$ cat src/rtl/vga_gpu_pkg.sv
// Shared definitions for the VGA GPU command path: opcodes, sequencer states, status byte.
package vga_gpu_pkg;

    localparam int unsigned CFG_W  = 32;
    localparam int unsigned BYTE_W = 8;
    localparam int unsigned CNT_W  = 32;

    localparam logic [BYTE_W-1:0] OP_CFG  = 8'hA1;
    localparam logic [BYTE_W-1:0] OP_CHAR = 8'hA2;
    localparam logic [BYTE_W-1:0] OP_NOP  = 8'h00;

    typedef enum logic [2:0] {
        IDLE      = 3'd0,
        CFG_B3    = 3'd1,
        CFG_B2    = 3'd2,
        CFG_B1    = 3'd3,
        CFG_B0    = 3'd4,
        CHAR_ADDR = 3'd5,
        CHAR_DATA = 3'd6
    } seq_state_t;

    typedef struct packed {
        logic       err;
        logic       cfg_pending;
        logic       busy;
        logic [4:0] rsvd;
    } status_t;

endpackage

$ cat src/rtl/cmd_timeout_counter.sv
// Counts idle cycles of an in-progress command; flags when the limit is reached.
module cmd_timeout_counter
    import vga_gpu_pkg::*;
#(
    parameter int unsigned LIMIT = 1024
) (
    input  logic clk,
    input  logic rst_n,
    input  logic clear,
    input  logic enable,
    output logic expire_c
);

    logic [CNT_W-1:0] count_q;

    always_ff @(posedge clk or negedge rst_n) begin
        if (!rst_n) begin
            count_q <= '0;
        end else if (clear) begin
            count_q <= '0;
        end else if (enable) begin
            count_q <= count_q + CNT_W'(1);
        end
    end

    assign expire_c = (count_q == CNT_W'(LIMIT - 1));

endmodule

$ cat src/rtl/vga_config_sequencer.sv
// SPI command decoder: double-buffered display configuration with frame-synchronous
// commit, plus direct character-memory writes.
module vga_config_sequencer
    import vga_gpu_pkg::*;
#(
    parameter logic [31:0] RESET_CONFIG   = 32'h80FC_0000,
    parameter int unsigned TIMEOUT_CYCLES = 1024
) (
    input  logic        clk,
    input  logic        rst_n,
    input  logic        ena,
    input  logic        rx_valid,
    input  logic [7:0]  rx_data,
    input  logic        frame_start,
    output logic [31:0] config_out,
    output logic        cfg_pending,
    output logic        char_we,
    output logic [1:0]  char_x,
    output logic [2:0]  char_y,
    output logic        char_bit,
    output logic        busy,
    output logic        err,
    output logic [7:0]  tx_data
);

    seq_state_t       state_q, state_d;
    logic [CFG_W-1:0] shadow_q, shadow_d;
    logic [CFG_W-1:0] config_q, config_d;
    logic             pend_q, pend_d;
    logic             we_q, we_d;
    logic [1:0]       x_q, x_d;
    logic [2:0]       y_q, y_d;
    logic             bit_q, bit_d;
    logic             err_q, err_d;
    logic             busy_q;
    status_t          status_q, status_d;

    logic accept;
    logic expire_c;
    logic timeout;

    assign accept  = rx_valid & ena;
    // A byte arriving on the expiry cycle counts as activity and wins over the abort.
    assign timeout = ena & (state_q != IDLE) & expire_c & ~accept;

    cmd_timeout_counter #(
        .LIMIT(TIMEOUT_CYCLES)
    ) u_timeout (
        .clk     (clk),
        .rst_n   (rst_n),
        .clear   (accept | (state_d == IDLE)),
        .enable  (ena & (state_q != IDLE)),
        .expire_c(expire_c)
    );

    always_ff @(posedge clk or negedge rst_n) begin
        if (!rst_n) begin
            state_q  <= IDLE;
            shadow_q <= RESET_CONFIG;
            config_q <= RESET_CONFIG;
            pend_q   <= 1'b0;
            we_q     <= 1'b0;
            x_q      <= '0;
            y_q      <= '0;
            bit_q    <= 1'b0;
            err_q    <= 1'b0;
            busy_q   <= 1'b0;
            status_q <= '0;
        end else begin
            state_q  <= state_d;
            shadow_q <= shadow_d;
            config_q <= config_d;
            pend_q   <= pend_d;
            we_q     <= we_d;
            x_q      <= x_d;
            y_q      <= y_d;
            bit_q    <= bit_d;
            err_q    <= err_d;
            busy_q   <= (state_d != IDLE);
            status_q <= status_d;
        end
    end

    always_comb begin
        state_d  = state_q;
        shadow_d = shadow_q;
        config_d = config_q;
        pend_d   = pend_q;
        we_d     = 1'b0;
        x_d      = x_q;
        y_d      = y_q;
        bit_d    = bit_q;
        err_d    = err_q;

        // Commit uses the shadow as registered, so a coinciding last byte waits a frame.
        if (frame_start && pend_q) begin
            config_d = shadow_q;
            pend_d   = 1'b0;
        end

        if (timeout) begin
            state_d = IDLE;
            err_d   = 1'b1;
        end else if (accept) begin
            case (state_q)
                IDLE: begin
                    if (rx_data == OP_CFG) begin
                        state_d = CFG_B3;
                        err_d   = 1'b0;
                    end else if (rx_data == OP_CHAR) begin
                        state_d = CHAR_ADDR;
                        err_d   = 1'b0;
                    end else if (rx_data != OP_NOP) begin
                        err_d = 1'b1;
                    end
                end
                CFG_B3: begin
                    shadow_d[31:24] = rx_data;
                    state_d         = CFG_B2;
                end
                CFG_B2: begin
                    shadow_d[23:16] = rx_data;
                    state_d         = CFG_B1;
                end
                CFG_B1: begin
                    shadow_d[15:8] = rx_data;
                    state_d        = CFG_B0;
                end
                CFG_B0: begin
                    shadow_d[7:0] = rx_data;
                    pend_d        = 1'b1;
                    state_d       = IDLE;
                end
                CHAR_ADDR: begin
                    if (rx_data[7:5] != 3'b000) begin
                        err_d   = 1'b1;
                        state_d = IDLE;
                    end else begin
                        y_d     = rx_data[4:2];
                        x_d     = rx_data[1:0];
                        state_d = CHAR_DATA;
                    end
                end
                CHAR_DATA: begin
                    bit_d   = rx_data[0];
                    we_d    = 1'b1;
                    state_d = IDLE;
                end
                default: state_d = IDLE;
            endcase
        end

        status_d             = '0;
        status_d.err         = err_d;
        status_d.cfg_pending = pend_d;
        status_d.busy        = (state_d != IDLE);
    end

    assign config_out  = config_q;
    assign cfg_pending = pend_q;
    assign char_we     = we_q;
    assign char_x      = x_q;
    assign char_y      = y_q;
    assign char_bit    = bit_q;
    assign err         = err_q;
    assign busy        = busy_q;
    assign tx_data     = status_q;

endmodule

$ cat config.mk
export PLATFORM = sky130hd
export DESIGN_NAME = vga_config_sequencer
export DESIGN_NICKNAME = d
export VERILOG_FILES = /design/src/rtl/vga_gpu_pkg.sv /design/src/rtl/cmd_timeout_counter.sv /design/src/rtl/vga_config_sequencer.sv
export SDC_FILE = /design/constraint.sdc
export NUM_CORES = 1
export LEC_CHECK = 0
export CAP_MARGIN = 20
export CORE_MARGIN = 3
export CORE_UTILIZATION = 35
export CTS_CLUSTER_SIZE = 24
export DETAILED_ROUTE_END_ITERATION = 6
export GPL_TIMING_DRIVEN = 0
export PLACE_DENSITY_LB_ADDON = 0.15
export SLEW_MARGIN = 10
export SYNTH_ARGS = -nofsm -noshare
export SYNTH_HDL_FRONTEND = slang
export SYNTH_SLANG_ARGS = --single-unit
$ cat constraint.sdc
create_clock -name clk -period 2.9 [get_ports clk]
set_input_delay 0.87 -clock clk [delete_from_list [all_inputs] [get_ports clk]]
set_output_delay 0.87 -clock clk [all_outputs]
set_load 0.02 [all_outputs]
## Yosys cells after proc, flatten, opt, wreduce, memory -nomap -nowiden

Cells that the tools add are included.

| cells by class | value |
|---|---|
| add/sub/neg operators | 1 |
| equal/unequal tests | 11 |
| muxes and demuxes | 22 |
| bitwise operators | 8 |
| reductions and logical operators | 17 |

Operator list:

| kind | number |
|---|---|
| $mux W32 | 2 |
| $add A32 B1 Y32 const B | 1 |
| $eq A32 B10 Y1 const B | 1 |
| $eq A8 B8 Y1 const B | 2 |
| $mux W3 | 5 |
| $pmux W3 S5 | 1 |
| $reduce_and A3 Y1 | 5 |
| $mux W1 | 13 |
| $reduce_bool A3 Y1 | 4 |
| $eq A3 B3 Y1 const B | 3 |
| $reduce_and A4 Y1 | 2 |
| $reduce_bool A8 Y1 | 1 |
| $eq A3 B2 Y1 const B | 2 |
| $logic_not A3 Y1 | 2 |
| $ne A5 B5 Y1 const B | 1 |
| $and A1 B1 Y1 | 4 |
| $reduce_bool A2 Y1 | 2 |
| $eq A3 B1 Y1 const B | 1 |
| $ne A3 B3 Y1 const B | 1 |
| $not A1 Y1 | 3 |
| $pmux W1 S2 | 1 |
| $logic_and A1 B1 Y1 | 1 |
| $or A1 B1 Y1 | 1 |

| storage, ports and cells | value |
|---|---|
| bits in registers | 109 |
| output and inout bits | 50 |

## Longest topological paths before layout

Gate-level depths: netlist (run 1).

| depth | value |
|---|---|
| depth in word-level cells | 9 |
| gate-level depth with buffers | 7 |
| mapped depth without buffers | 6 |

## Modules after synthesis

Synthesis (run 1) repeated with hierarchy kept, for this count alone.

| unflattened totals | value |
|---|---|
| cells, all modules | 412 |
| area, all modules | 5053.6 um^2 |

Modules (own cells, without submodules):

| module | instances | cells an instance | area each (um^2) | sequential area each (um^2) |
|---|---|---|---|---|
| vga_config_sequencer | 1 | 218 | 3243.1 | 1944.4 |
| cmd_timeout_counter | 1 | 194 | 1810.5 | 800.8 |

## Worst setup path before layout (run 1)

No wires, ideal clock.

| timing | value |
|---|---|
| kind | input-to-reg |
| from | input rx_data[0] |
| to | register u_timeout.count_q[13] |
| library setup time | 0.094 ns |
| data arrival time | 2.225 ns |
| required time | 2.806 ns |
| setup slack | 0.581 ns |
| cell stages on the path | 7 |
| path buffers | 2 |
| path through | clkbuf_1 > xor2_1 > nand4_1 > a211oi_1 > a31oi_4 > buf_2 > a211oi_1 |

| between the ends | value |
|---|---|
| longest elaborated chain between the ends | 9 |
| elaborated cells on any way between the ends | 11 |
| those cells by class | eq/ne (2); mux (6); bitwise (1); reduce/logical (2) |

Ends and longest elaborated chain:

| element | RTL line | source |
|---|---|---|
| start: declaration | vga_config_sequencer.sv:13 | `input logic [7:0] rx_data,` |
| $eq A8 B8 Y1 | vga_config_sequencer.sv:110 | `end else if (rx_data == OP_CHAR) begin` |
| $mux W3 | vga_config_sequencer.sv:110 |  |
| $mux W3 * | vga_config_sequencer.sv:107 | `if (rx_data == OP_CFG) begin` |
| $pmux W3 S5 * | vga_config_sequencer.sv:105 | `case (state_q)` |
| $mux W3 * | vga_config_sequencer.sv:104 | `end else if (accept) begin` |
| $mux W3 * | vga_config_sequencer.sv:101 | `if (timeout) begin` |
| $logic_not A3 Y1 * | vga_config_sequencer.sv:51 | `.clear (accept \| (state_d == IDLE)),` |
| $or A1 B1 Y1 * | vga_config_sequencer.sv:51 |  |
| $mux W32 or $reduce_bool A2 Y1 (tied branches) | -- |  |
| end signal: assignment | cmd_timeout_counter.sv:22 | `count_q <= count_q + CNT_W'(1);` |
| end: declaration | cmd_timeout_counter.sv:14 | `logic [CNT_W-1:0] count_q;` |

Mark *: on every way between the ends. The rest lies on a longest branch, timed or not.
A chain may end at the register's enable or synchronous reset.

## Final worst setup path (run 1)

| timing | value |
|---|---|
| from | input ena |
| to | register u_timeout.count_q[16] |

| between the ends | value |
|---|---|
| longest elaborated chain between the ends | 7 |
| elaborated cells on any way between the ends | 11 |
| those cells by class | mux (3); bitwise (6); reduce/logical (2) |

Ends and longest elaborated chain:

| element | RTL line | source |
|---|---|---|
| start: declaration | vga_config_sequencer.sv:11 | `input logic ena,` |
| $and A1 B1 Y1, on equally long branches | vga_config_sequencer.sv:44, vga_config_sequencer.sv:52, vga_config_sequencer.sv:42 |  |
| $and A1 B1 Y1 or $not A1 Y1 (tied branches) | vga_config_sequencer.sv:44 | `assign timeout = ena & (state_q != IDLE) & expire_c & ~accept;` |
| $and A1 B1 Y1 | vga_config_sequencer.sv:44 |  |
| $mux W3 | vga_config_sequencer.sv:101 |  |
| $logic_not A3 Y1 | vga_config_sequencer.sv:51 |  |
| $or A1 B1 Y1 | vga_config_sequencer.sv:51 |  |
| $mux W32 or $reduce_bool A2 Y1 (tied branches) | -- |  |

Parallel ways exist; a longest one is shown, timed or not.

==> results of run 1 <==
## power by group
group          leakage (nW)  switching (mW)  internal, mW
Combinational          1.04           0.886         0.872
Clock                 0.135           0.556         0.615
Sequential             1.41           0.225          2.02
Total                  2.58            1.67          3.50
## state kept, by name, summed over array words and instances, names as in the netlist
signal and cells:
config_out 32, shadow_q 32, u_timeout.count_q 32, char_y 3, state_q 3, tx_data 3
char_x 2, char_bit 1, char_we 1
## layout make-up
type                            instances  share of cell area, %
Timing Repair Buffer                   60                  9.794
Clock inverter                          5                 0.7210
Tap cell                              180                  3.605
Multi-Input combinational cell        259                  34.75
Inverter                                8                 0.4807
Sequential cell                       109                  43.94
Clock buffer                           11                  3.885
Buffer                                 30                  2.824
## metal layers
metal / track usage [%] / vias up / share of wire, %
met5: 0 / - / 0
met2: 20.55 / 55 / 43
met3: 2.568 / 16 / 3.6
met4: 7.003 / 0 / 2.4
met1: 20.76 / 1684 / 51
li1: - / 1600 / -
## what timing repair did
action / 4_1_cts / 5_1_grt
pin swaps: 2 / 3
resized for setup: 0 / 13
hold buffers: 0 / 0
endpoints found under the setup margin: 29 / 30
buffers inserted: 1 / 2
## critical path, stage by stage
cell and delay [ns]:
clkdlybuf4s50_1 0.62, o311ai_4 0.20, nor4_4 0.41, nand3_1 0.22, a31oi_4 0.28, clkbuf_4 0.29, a211oi_1 0.09
## per-stage QoR
| stage | setup slack (ns) | TNS (ns) |
|---|---|---|
| 2_1_floorplan | 0.5807 | 0 |
| 6_report | 0.1157 | 0 |
| 3_3_place_gp | -3.264 | -354.37 |
| 5_1_grt | -0.005097 | -0.005097 |
| 3_5_place_dp | -0.4469 | -18.85 |
| 4_1_cts | 0.01773 | 0 |
## layout by cell type, fill, tap and decap left out, drive strengths merged, types with 2 or more instances in the layout
master	Yosys	routed
nor4	10	10
a31oi	2	2
and3	5	5
inv	8	9
xor2	19	19
or4	2	2
clkdlybuf4s50	0	55
nand2	18	18
nor3	12	12
nand4	13	13
clkbuf	8	20
mux2i	2	2
dfstp	14	14
or3	3	3
mux2	69	69
a211oi	34	34
xnor2	14	14
buf	23	26
and2	4	4
nor2	11	11
dfrtp	95	95
nand3	14	14
or2	2	2
clkinv	0	2
conb	1	5
o21ai	3	3
and4	3	3
clkinvlp	0	2
a21oi	5	5
## final timing paths
path	slack (ns)	startpoint	end	depth (start not counted)
setup reg to reg	0.72	u_timeout.count_q[0]	u_timeout.count_q[16]	7
setup / recovery	0.12	ena	u_timeout.count_q[16]	7
min in group clk	0.49	shadow_q[1]	shadow_q[1]	2
hold reg to reg	0.49	shadow_q[1]	shadow_q[1]	2
hold / removal	0.43	rst_n	u_timeout.count_q[6]	1
max in group asynchronous	1.77	rst_n	config_out[19]	2
## logic make-up (layout without fill, tap and decap cells)
kind of cell,Yosys count,count (layout)
AO/OA/AOI/OAI,50,50
XOR/XNOR,33,33
adder cells (fa/ha/maj),1,1
buffers and inverters,39,114
flip-flops,109,109
multiplexers,71,71
other,1,5
AND/OR/NAND/NOR,99,99
==> run_results.csv, run 1 <==
group,metric,value,unit
floorplanning,die_h,126.5,µm
pwr,power_density,828.0,mW/mm²
routing,firstDrtPassIters,4,
synth,synth.cell_area,0.005082,mm²
synth,syn_area_per_cell,12.61,µm²
synth,yosysWarnings,0,
pwr,power,5.173,mW
critical_path,crit_type,"in2reg",
clock_tree,clk_latency,0.35,ns
synth,synth_most_common_cell,"dfrtp_1",
timing,grt_setup_unrepaired,"yes",
final_layout,layout.nets,491,
floorplanning,top_level_ports,63,
routing,wl_per_cell,16.40,µm
synth,synth_ff_type,"dfrtp_1",
final_layout,multi_input_area,0.002171,mm²
critical_path,start_kind,"input pin",
synth,synth-async-reset-ratio,100.0,%
clock_tree,cts.clk_slew.worst_paths,0.07,ns
place,dp_hpwl,7529,µm
global_routing,grt_pass1_vias,3469,
clock_tree,numCtsBuffers,9,
timing,slew_violations,0,
synth,ys_ff_latch,109,
place,gp_congestion,0.7645,
clock_tree,cts_tree,"yes",
final_layout,final_util,44.49,%
critical_path,worstPathArrival,3.00,ns
timing,slew_headroom,46.02,%
timing,report.final.setup_viol,0,
final_layout,seq_area,0.002745,mm²
pwr,peakVddDrop,0.4998,mV
routing,drc_errors,0,
final_layout,fillCellCount,1308,
clock_tree,cts_max_path_buffers,2,
status,status,"finished clean",
synth,synthSimpleGateAreaFrac,12.31,%
timing,hold_viol,0,
synth,synth.distinct_cells,45,
global_routing,grt_pass1_wl,18170,µm
global_routing,antenna_found_initial,0,
synth,synth_top_family_by_area,"multiplexers",
synth,synth_top_area_cell,"dfrtp_1",
run,drv_cap,0,
final_layout,final_cells,662,
place,portBuffers,56,
routing,routed_via_density,5.068,
global_routing,grt_usage,14.30,%
worst_hold_path,hold_path_class,"in2async",
final_layout,synthToLayoutAreaGrowth,22.92,%
synth,synth_adder_area_share,0.2462,%
synth,synth_top_area_share,46.77,%
timing,period_needed,2.784,ns
final_layout,fin_area,0.006247,mm²
timing,finalCritPeriodShare,96.01,%
timing,hold_ws,0.4338,ns
synth,synthCells,403,
routing,routed_wl,10860,µm
routing,drt_iter0_markers,117,
timing,fin_worst_skew,0.005819,ns
place,dp_cells,644,
synth,synth-edff-count,0,
timing,fmax,359.2,MHz
final_layout,antennaDiodeCount,0,
critical_path,required,3.11,ns
floorplanning,std_cell_rows,43,
place,placed_area,0.005912,mm²
synth,ys_top_cells_by_count,"dfrtp_1, mux2_2, a211oi_1, xor2_1, nand2_1",
critical_path,end_kind,"register",
clock_tree,clock_sinks,109,
routing,dr_total_vias,3355,
synth,synth-xor-area-share,5.687,%
floorplanning,die-area,0.01600,mm²
synth,synth_mux_area_share,15.68,%
synth,yosysSeqAreaShare,54.01,%
floorplanning,die_x,126.5,µm
timing,max_slew.worst_pin.slew,0.8035,ns
pwr,cellLeakagePower,2.582,nW
clock_tree,clock-root-buffer,"clkbuf_16",
critical_path,critPathMaxFanout,10,
synth,synth_compound_area_share,8.223,%
floorplanning,core,0.01404,mm²
clock_tree,cts-htree-levels,3,
routing,antenna_left,0,
global_routing,grt_overflow,0,
final_layout,drive_gt1_share,30.91,%
floorplanning,start_util,36.19,%
synth,synth_area_leaders,"dfrtp_1, mux2_2, dfstp_2",
global_routing,grt_start_max_net_pins,64,
Power figures use the tool's default switching activity.
==> run 2: changes to the inputs <==
--- a/config.mk
+++ b/config.mk
@@ -8,7 +8,7 @@
 export CAP_MARGIN = 20
 export CORE_MARGIN = 3
 export CORE_UTILIZATION = 35
-export CTS_CLUSTER_SIZE = 24
+export CTS_CLUSTER_SIZE = 30
 export DETAILED_ROUTE_END_ITERATION = 6
 export GPL_TIMING_DRIVEN = 0
 export PLACE_DENSITY_LB_ADDON = 0.15
==> results of run 2 <==
No change in the layout: final DEF, timing and power equal those of run 1.
==> run 3: changes to the inputs <==
--- a/config.mk
+++ b/config.mk
@@ -7,7 +7,7 @@
 export LEC_CHECK = 0
 export CAP_MARGIN = 20
 export CORE_MARGIN = 3
-export CORE_UTILIZATION = 35
+export CORE_UTILIZATION = 60
 export CTS_CLUSTER_SIZE = 30
 export DETAILED_ROUTE_END_ITERATION = 6
 export GPL_TIMING_DRIVEN = 0
==> run 3 against run 2 <==
Non-clock buffer count shrank 1. Design area is 3.3% lower. First-iteration DRC count rose by 82%. Combinational power down 2%. Clock power down 18%. Sequential cell count unchanged. Sequential power about the same.
==> run_results.csv, run 3 (synthesis results as in run 1) <==
group,metric,value,unit
critical_path,critPathLaunch,"ena",
routing,wl_per_cell,17.63,µm
critical_path,cp.depth,7,
critical_path,start_kind,"input pin",
clock_tree,clk_latency,0.37,ns
clock_tree,cts_tree,"yes",
floorplanning,top_level_ports,63,
final_layout,layout_commonest_cell,"dfrtp_1",
final_layout,fillCellCount,539,
final_layout,layout.nets,490,
timing,finalCritPeriodShare,97.53,%
clock_tree,cts-htree-levels,3,
clock_tree,cts_max_path_buffers,2,
critical_path,critPathMaxFanout,10,
global_routing,grt_pass1_wl,17390,µm
timing,fin_worst_skew,0.005667,ns
pwr,power_density,818.3,mW/mm²
critical_path,rr_endpoint,"u_timeout.count_q[20]",
clock_tree,clock-root-buffer,"clkbuf_8",
status,status,"finished clean",
timing,report.final.setup_viol,0,
critical_path,end_kind,"register",
clock_tree,clock_sinks,109,
routing,antenna_left,0,
place,dp_worst_setup_slack,-0.3435,ns
place,gp_congestion,0.8903,
critical_path,worstPathArrival,3.06,ns
routing,drt_iter0_markers,213,
critical_path,path_delay_family,"buffers and inverters",
timing,fmax,353.5,MHz
floorplanning,core,0.007968,mm²
global_routing,antenna_found_initial,0,
routing,firstDrtPassIters,4,
place,portBuffers,56,
final_layout,mostFrequentLayoutCells,"dfrtp_1, mux2_2, clkdlybuf4s50_1, a211oi_1, xor2_1",
global_routing,grt_pass1_vias,3530,
routing,routed_wl,10280,µm
timing,hold_viol,0,
global_routing,grt_usage,22.34,%
final_layout,drive_gt1_share,30.56,%
pwr,cellLeakagePower,2.542,nW
floorplanning,start_util,63.79,%
critical_path,worst-path-buf-inv,2,
floorplanning,die_h,98.04,µm
timing,max_slew.worst_pin.slew,0.8028,ns
final_layout,antennaDiodeCount,0,
critical_path,reg2regPathDepth,7,
clock_tree,ctsHoldBuffers,0,
worst_hold_path,hold_path_class,"in2async",
critical_path,required,3.13,ns
timing,setup_ws,0.07149,ns
critical_path,crit_type,"in2reg",
critical_path,rrSetupSlack,0.61,ns
floorplanning,die-area,0.009611,mm²
final_layout,synthToLayoutAreaGrowth,18.81,%
critical_path,endpoint,"u_timeout.count_q[20]",
critical_path,reg2reg_from,"u_timeout.count_q[0]",
place,dp_hpwl,7226,µm
final_layout,final_util,75.79,%
routing,routed_via_density,5.791,
final_layout,fin_area,0.006038,mm²
critical_path,crit_chain,"clkdlybuf4s50_1, o311ai_4, nor4_4, nand4_2, a22oi_2, buf_2, a211oi_1",
timing,period_needed,2.829,ns
timing,slew_headroom,46.07,%
critical_path,worst_path_largest_cell_delay,0.60,ns
floorplanning,die_x,98.04,µm
timing,slew_violations,0,
critical_path,crit_slowest_cell,"clkdlybuf4s50_1",
run,drv_cap,0,
routing,dr_total_vias,3376,
global_routing,grt_start_max_net_pins,67,
global_routing,grt_overflow,0,
floorplanning,std_cell_rows,32,
clock_tree,numCtsBuffers,9,
routing,drc_errors,0,
pwr,power,4.941,mW
place,placed_area,0.005814,mm²
clock_tree,cts.clk_slew.worst_paths,0.10,ns
pwr,peakVddDrop,0.6439,mV
[run 3: where the power goes]
group | internal, mW | switching [mW]
clock network | 0.422 | 0.543
registers | 2.01 | 0.237
logic | 0.837 | 0.888
total | 3.27 | 1.67
[run 3: through the flow]
stage	TNS [ns]	std cells	hold WS, ns
5_1_grt	-0.05138	583	0.4137
3_5_place_dp	-14.42	566	0.4763
6_report	0	583	0.4037
4_1_cts	0	582	0.4131
2_1_floorplan	0	407	0.4460
3_3_place_gp	-316.68	565	0.4577
[run 3: how the worst min path moves through the flow]
| stage | from | to | slack [ns] | depth (start not counted) |
|---|---|---|---|---|
| after floorplan | shadow_q[1] | shadow_q[1] | 0.45 | 2 |
| after global placement | shadow_q[1] | shadow_q[1] | 0.46 | 2 |
| after detailed placement | shadow_q[1] | shadow_q[1] | 0.48 | 2 |
| after CTS | rst_n | config_out[3] | 0.41 | 1 |
| after global routing | rst_n | config_out[3] | 0.41 | 1 |
| final | rst_n | config_out[3] | 0.40 | 1 |
[run 3: metal layers]
| metal | vias up | part of all wire [%] | track usage (%) |
|---|---|---|---|
| met5 | - | 0 | 0 |
| met4 | 0 | 0.57 | 4.899 |
| met3 | 6 | 5.6 | 5.357 |
| met2 | 92 | 48 | 34.97 |
| met1 | 1689 | 46 | 32.08 |
| li1 | 1589 | - | - |
[run 3: repair_timing]
action,in CTS,in global routing
buffers inserted,0,1
setup endpoints to repair,0,29
gates resized for setup,0,2
[run 3: cell type report]
class / count / area (µm²) / share of cell area, %
Tap cell: 102 / 127.6 / 2.114
Buffer: 31 / 163.9 / 2.714
Inverter: 8 / 30.03 / 0.4973
Multi-Input combinational cell: 259 / 2166 / 35.87
Sequential cell: 109 / 2745 / 45.46
Timing Repair Buffer: 58 / 596.8 / 9.884
Clock buffer: 9 / 123.9 / 2.051
Clock inverter: 7 / 85.08 / 1.409
